`src/rtl/mult_pkg.sv`:
```
// Shared types for the shift-and-add multiplier controller: FSM states and
// the 2-bit command encoding understood by the datapath shift registers.
package mult_pkg;

  typedef enum logic [2:0] {
    IDLE,
    LOAD,
    ADD,
    SHIFT,
    DONE
  } state_e;

  localparam logic [1:0] HOLD          = 2'b00;
  localparam logic [1:0] SHIFT_RIGHT   = 2'b01;
  localparam logic [1:0] SHIFT_LEFT    = 2'b10;
  localparam logic [1:0] PARALLEL_LOAD = 2'b11;

endpackage

```
`src/rtl/mult_iter_counter.sv`:
```
// Down-counter of remaining add/shift iterations; loads N at the start of an
// operation and flags the final iteration.
module mult_iter_counter #(
  parameter int N = 8
) (
  input  logic                   clk,
  input  logic                   rst,
  input  logic                   load_i,
  input  logic                   dec_i,
  output logic [$clog2(N+1)-1:0] iter_o,
  output logic                   last_o
);

  localparam int W = $clog2(N + 1);

  logic [W-1:0] iter_q;
  logic [W-1:0] iter_d;

  // NOTE: iter_d takes its hold value before any condition so no path leaves it unassigned (no latch).
  always_comb begin
    iter_d = iter_q;
    if (load_i) begin
      iter_d = W'(N);
    end else if (dec_i) begin
      iter_d = iter_q - W'(1);
    end
  end

  // NOTE: registers use non-blocking assignments so every flop samples pre-edge values.
  always_ff @(posedge clk) begin
    if (rst) begin
      iter_q <= '0;
    end else begin
      iter_q <= iter_d;
    end
  end

  assign iter_o = iter_q;
  assign last_o = (iter_q == W'(1));

endmodule

```
`src/rtl/mult_controller.sv`:
```
// Sequencer for an N-bit shift-and-add multiplier: drives the M, Q and A
// register commands, the A input mux and the carry flop, one add/shift pair per bit.
module mult_controller #(
  parameter int N = 8
) (
  input  logic                   clk,
  input  logic                   rst,
  input  logic                   start,
  input  logic                   abort,
  input  logic                   q0,
  output logic [1:0]             ctrl_m,
  output logic [1:0]             ctrl_q,
  output logic [1:0]             ctrl_a,
  output logic                   a_sel,
  output logic                   c_load,
  output logic                   c_clr,
  output logic                   busy,
  output logic                   done,
  output logic [$clog2(N+1)-1:0] iter
);

  import mult_pkg::*;

  state_e state_q;
  state_e state_d;
  logic   cnt_load;
  logic   cnt_dec;
  logic   cnt_last;

  mult_iter_counter #(.N(N)) u_iter (
    .clk    (clk),
    .rst    (rst),
    .load_i (cnt_load),
    .dec_i  (cnt_dec),
    .iter_o (iter),
    .last_o (cnt_last)
  );

  always_ff @(posedge clk) begin
    if (rst) begin
      state_q <= IDLE;
    end else begin
      state_q <= state_d;
    end
  end

  always_comb begin
    state_d  = state_q;
    ctrl_m   = HOLD;
    ctrl_q   = HOLD;
    ctrl_a   = HOLD;
    a_sel    = 1'b0;
    c_load   = 1'b0;
    c_clr    = 1'b0;
    busy     = 1'b0;
    done     = 1'b0;
    cnt_load = 1'b0;
    cnt_dec  = 1'b0;

    case (state_q)
      IDLE: begin
        if (start) state_d = LOAD;
      end
      LOAD: begin
        ctrl_m   = PARALLEL_LOAD;
        ctrl_q   = PARALLEL_LOAD;
        ctrl_a   = PARALLEL_LOAD;
        c_clr    = 1'b1;
        busy     = 1'b1;
        cnt_load = 1'b1;
        state_d  = ADD;
      end
      ADD: begin
        busy = 1'b1;
        if (q0) begin
          ctrl_a = PARALLEL_LOAD;
          a_sel  = 1'b1;
          c_load = 1'b1;
        end
        state_d = SHIFT;
      end
      SHIFT: begin
        ctrl_a  = SHIFT_RIGHT;
        ctrl_q  = SHIFT_RIGHT;
        c_clr   = 1'b1;
        busy    = 1'b1;
        cnt_dec = 1'b1;
        state_d = cnt_last ? DONE : ADD;
      end
      DONE: begin
        done    = 1'b1;
        state_d = IDLE;
      end
      default: state_d = IDLE;
    endcase

    // Cancelling freezes the datapath in the same cycle the FSM falls back to IDLE.
    if (abort && busy) begin
      ctrl_m   = HOLD;
      ctrl_q   = HOLD;
      ctrl_a   = HOLD;
      a_sel    = 1'b0;
      c_load   = 1'b0;
      c_clr    = 1'b0;
      cnt_load = 1'b0;
      cnt_dec  = 1'b0;
      state_d  = IDLE;
    end

    // Quiet outputs while reset is held so the datapath keeps its contents.
    if (rst) begin
      ctrl_m   = HOLD;
      ctrl_q   = HOLD;
      ctrl_a   = HOLD;
      a_sel    = 1'b0;
      c_load   = 1'b0;
      c_clr    = 1'b0;
      busy     = 1'b0;
      done     = 1'b0;
      cnt_load = 1'b0;
      cnt_dec  = 1'b0;
    end
  end

endmodule

```
`config.mk`:
```
export PLATFORM = sky130hd
export DESIGN_NAME = mult_controller
export DESIGN_NICKNAME = d
export VERILOG_FILES = /design/src/rtl/mult_pkg.sv /design/src/rtl/mult_iter_counter.sv /design/src/rtl/mult_controller.sv
export SDC_FILE = /design/constraint.sdc
export NUM_CORES = 1
export LEC_CHECK = 0
export ABC_AREA = 1
export ABC_CLOCK_PERIOD_IN_PS = 1400
export CAP_MARGIN = 20
export CORE_AREA = 8 8 45 47
export CTS_BUF_LIST = sky130_fd_sc_hd__clkbuf_8
export DETAILED_ROUTE_END_ITERATION = 8
export DIE_AREA = 0 0 53 55
export GPL_TIMING_DRIVEN = 0
export PLACE_DENSITY = 0.72
export SETUP_SLACK_MARGIN = 0.3
export SLEW_MARGIN = 0
export SYNTH_ARGS = -nofsm -noshare
export SYNTH_HDL_FRONTEND = slang
export SYNTH_SLANG_ARGS = --single-unit
```
`constraint.sdc`:
```
create_clock -name clk -period 1.4 [get_ports clk]
set_input_delay 0.28 -clock clk [delete_from_list [all_inputs] [get_ports clk]]
set_output_delay 0.28 -clock clk [all_outputs]
set_load 0.03 [all_outputs]
```
# == Word level (Yosys, flattened, before mapping) ==
# Cells that the tools add are included.
# word_totals
reg_bits,7
in_bits,5
out_inout_bits,15
wordCells,49
# classes
n_addsub,1
eq_ne,6
muxes,32
reduce_logical,7
# ops
op,n
$mux 1,17
$mux 2,8
$pmux 3 s4,1
$mux 4,2
$eq 3x2->1 const B,2
$mux 3,2
$pmux 2 s3,1
$reduce_or 2->1,3
$eq 4x1->1 const B,1
$pmux 2 s2,1
$sub 4x1->4 const B,1
$eq 3x1->1 const B,1
$eq 3x3->1 const B,1
$logic_not 3->1,1
$reduce_or 3->1,1
$ne 2x2->1 const B,1
$reduce_bool 2->1,1
$logic_and 1x1->1,1

# == Depth between registers and ports, before layout ==
# Gate-level depths: netlist of the first run.
# depth
depth_word,8
ltp_mapped,5
mapped_depth_nobuf,5

# == Cells and area by module ==
# A second synthesis of the first run with hierarchy kept.
# hier_totals
cells_unflattened,75
area_unflattened_um2,462.9
# modules_own_cells
module,n_inst,cells_each,area_per_inst_um2,seq_area_each_um2
mult_controller,1,44,250.2,60.1
mult_iter_counter,1,31,212.7,80.1

# == Worst setup path before layout of the first run ==
# Ideal clock, no wire load.
# synth_timing
path_type,register to output
startpoint,reg state_q[0]
endpoint,out ctrl_a[0]
t_arrival_ps,1613
t_required_ps,1120
slack_ps,-493
stages_incl_launch_ff,6
path_buffers,1
cell_sequence,dfxtp_1 > buf_2 > nor2_4 > nor3_2 > nand2_1 > a21oi_1
# synth_via
elab_chain_cells,6
word_cells_on_any_way,9
classes_between,3 x eq/ne; 4 x mux; 2 x reduce/logical
# synth_lines
element,line,rtl
from (decl),mult_controller.sv:24,state_e state_q;
from (signal assigned),mult_controller.sv:43,state_q <= state_d;
$eq 3x2->1 / $eq 3x1->1 (equally long branches),mult_controller.sv:60,case (state_q)
$reduce_or 3->1 (no line),--,
$mux 1,mult_controller.sv:60,
$logic_and 1x1->1,mult_controller.sv:98,if (abort && busy) begin
$mux 2 *,mult_controller.sv:98,
$mux 2 *,mult_controller.sv:111,if (rst) begin
to (decl),mult_controller.sv:13,"output logic [1:0] ctrl_a,"
# Mark *: on every way between the ends. The rest lies on a longest branch, timed or not.

# == Worst setup path after layout of the first run ==
# layout_timing
startpoint,reg state_q[0]
endpoint,out c_load
# layout_via
elab_chain_cells,6
word_cells_on_any_way,9
classes_between,3 x eq/ne; 4 x mux; 2 x reduce/logical
# layout_lines
element,line,rtl
$eq 3x2->1 / $eq 3x1->1 (equally long branches),mult_controller.sv:60,
$reduce_or 3->1 (no line),--,
$mux 1,mult_controller.sv:60,
$logic_and 1x1->1,mult_controller.sv:98,
$mux 1 *,mult_controller.sv:98,
$mux 1 *,mult_controller.sv:111,
to (decl),mult_controller.sv:15,"output logic c_load,"
# Marked as above.

==> results of run 1 <==
## cells in the final DEF, fill, tap and decap left out, types with 3 or more instances in the layout
master and count:
buf_6 17, buf_4 14, inv_1 7, dfxtp_2 5
nand2_1 4, nor2_4 4, nor3_4 3, nand2_2 3
nor2_1 3, o21ai_1 3, a21oi_2 3, clkbuf_8 3
## cell usage after synthesis (all sizes together)
cell type,count
nor2,9
buf,5
nor3b,1
o21ai,5
dfxtp,7
nor3,5
inv,9
nand4,2
a21oi,6
a31oi,1
o31ai,1
nand3,1
xor2,2
nand2,8
ha,2
## stage by stage
stage | utilization [%] | setup slack (ns)
floorplan | - | -0.07219
global placement | 55.79 | -1.162
detailed placement | 55.79 | -1.159
CTS | 69.17 | -0.2842
global route | 72.33 | -0.3239
finish | 72.33 | -0.2784
## logic make-up (layout without fill, tap and decap cells)
| kind of cell | Yosys count | after routing | share of synthesized area (%) |
|---|---|---|---|
| buffers and inverters | 14 | 50 | 14.25 |
| adder cells (fa/ha/maj) | 2 | 2 | 5.181 |
| XOR/XNOR | 2 | 2 | 3.628 |
| flip-flops | 7 | 7 | 29.01 |
| AND/OR/NAND/NOR | 26 | 26 | 30.83 |
| AO/OA/AOI/OAI | 13 | 13 | 17.10 |
## layout make-up
class,count,area [um2],share of cell area [%]
Inverter,9,36.28,3.625
Clock buffer,3,41.29,4.125
Buffer,5,48.80,4.875
Clock inverter,1,3.754,0.3750
Sequential cell,7,153.9,15.38
Tap cell,16,20.02,2.000
Multi-Input combinational cell,43,399.1,39.88
Timing Repair Buffer,32,297.8,29.75
## registers in the layout, indices dropped and copies added (netlist names)
signal / flops
u_iter.iter_o: 4
state_q: 3
## timing repair
| item | CTS | global route |
|---|---|---|
| gates resized for setup | 118 | 12 |
| endpoints found under the setup margin | 22 | 20 |
| setup buffers | 12 | 1 |
| pin swaps | 10 | 6 |
| hold buffers | 0 | 0 |
## metal layers
metal / wire (um) / GRT usage, % / up-vias
met5: 0 / 0 / -
met4: 19 / 2.586 / 0
met3: 92 / 4.813 / 2
met2: 948 / 21.29 / 10
met1: 641 / 12.29 / 283
li1: - / - / 280
## report_power, final
group          internal [W]  switching [W]
Clock              0.000189      0.0000860
Combinational      0.000127       0.000149
Sequential         0.000206     0.00000799
Total              0.000522       0.000243
## final timing paths
path | to | depth (start not counted)
max | c_load | 7
min | state_q[1] | 1
min reg2reg | state_q[1] | 1
max reg2reg | u_iter.iter_o[0] | 6
==> impl_metrics.yaml, run 1 <==
hold_path:
  min_from: "state_q[1]"
  hold_path_class: "flip-flop to flip-flop"
timing:
  slew_headroom_pct: 73.78
  drv_slew: 0
  max_freq_ghz: 0.5958
  setup_slack_ns: -0.2784
  whs_ns: 0.5151
  finClkSkew_ns: 0.002672
  fin_tns_setup_ns: -2.335
  hold_viol_final: 0
  rsz0062_at_grt: "true"
  min_period_over_period_pct: 119.9
  finalSetupViolations: 11
  tightest_slew_ns: 0.3906
  period_needed_ns: 1.678
worst_setup_path:
  crit_top_cell: "buf_6"
  critPathTopFamily: "buffers and inverters"
  path_class: "flip-flop to primary output"
  slowest_stage: "dfxtp_2"
  reg2reg_from: "state_q[0]"
  end_kind: "primary output"
  cp_cell_sequence: "buf_6 -> nor2_4 -> o31ai_4 -> buf_6 -> nor2_4 -> buf_6 -> buf_6"
  worst-endpoint-required_ns: 1.12
  cp.arrival_ns: 1.40
  critPathBufInv: 4
  cp-startpoint: "state_q[0]"
  slowest_delay_ns: 0.32
  cp_max_fo: 5
  start_kind: "flip-flop"
  r2r_slack_ns: 0.17
clocking:
  htreeDepth: 1
  cts_buffer_depth: 2
  clk_latency_ns: 0.23
  path_clk_slew_ns: 0.04
  cts_tree: "built"
  cts_root_buffer: "clkbuf_8"
  cts_sinks: 7
  cts_buffers: 3
die:
  die_y_um: 55
  die_w_um: 53
  coreArea_um2: 1384
  initial_utilization_pct: 34.90
  die_area_um2: 2915
  io_pins: 20
  row_count: 14
global_route:
  grt_first_pass_wirelength_um: 2559
  grt_max_degree: 8
  antenna_found_initial: 0
  grt_pass1_vias: 593
  overflow: 0
  grt_usage_pct: 11.68
synthesis:
  yosysTopAreaCell: "dfxtp_1"
  synth.avg_cell_area_um2: 7.546
  ys_seq_area_share_pct: 29.02
  ys_ff_latch: 7
  synth_top_cell_area_share_pct: 29.02
  ys_warn_count: 0
  synth_nets: 71
  ys_types: 21
  syn_area_um2: 483.0
  syn_inst: 64
  synth_area_leaders: "dfxtp_1, a21oi_1, buf_4"
cells_and_area:
  nFillCells: 96
  fin_area_um2: 1001
  drive_gt1_share_pct: 71.00
  antennaDiodeCount: 0
  final_cells: 116
  area_growth_pct: 107.3
  layout.nets: 108
detailed_routing:
  routed-via-count: 575
  postRouteAntennaNets: 0
  drc: 0
  drt_iter0_markers: 6
  wirelength_um: 1700
  post_drt_wl_per_cell_um: 14.66
  via_per_inst: 4.957
  dr.pass1.iters: 4
run_status:
  run_status: "finished, violations left"
  failed_checks: "negative setup slack"
placed_design:
  place.detailed.hpwl_um: 1010
  placed_cells: 99
  portBuffers: 19
  gp_congestion: 0.8257
  placed_cell_area_um2: 772.0
flow_run:
  maxCapViolCount: 0
power_and_ir_drop:
  ir_worst_vdd_v: 0.0008125
  total_power_w: 0.0007649
  leakage_nw: 0.4263
  power_density_nw_per_um2: 764.2
(Power assumes the default switching activity.)
==> run 2, diff against run 1 <==
Settings changed: CTS_CLUSTER_DIAMETER set to 200.
==> results of run 2 <==
Final layout, timing and power as in run 1 (identical DEF).
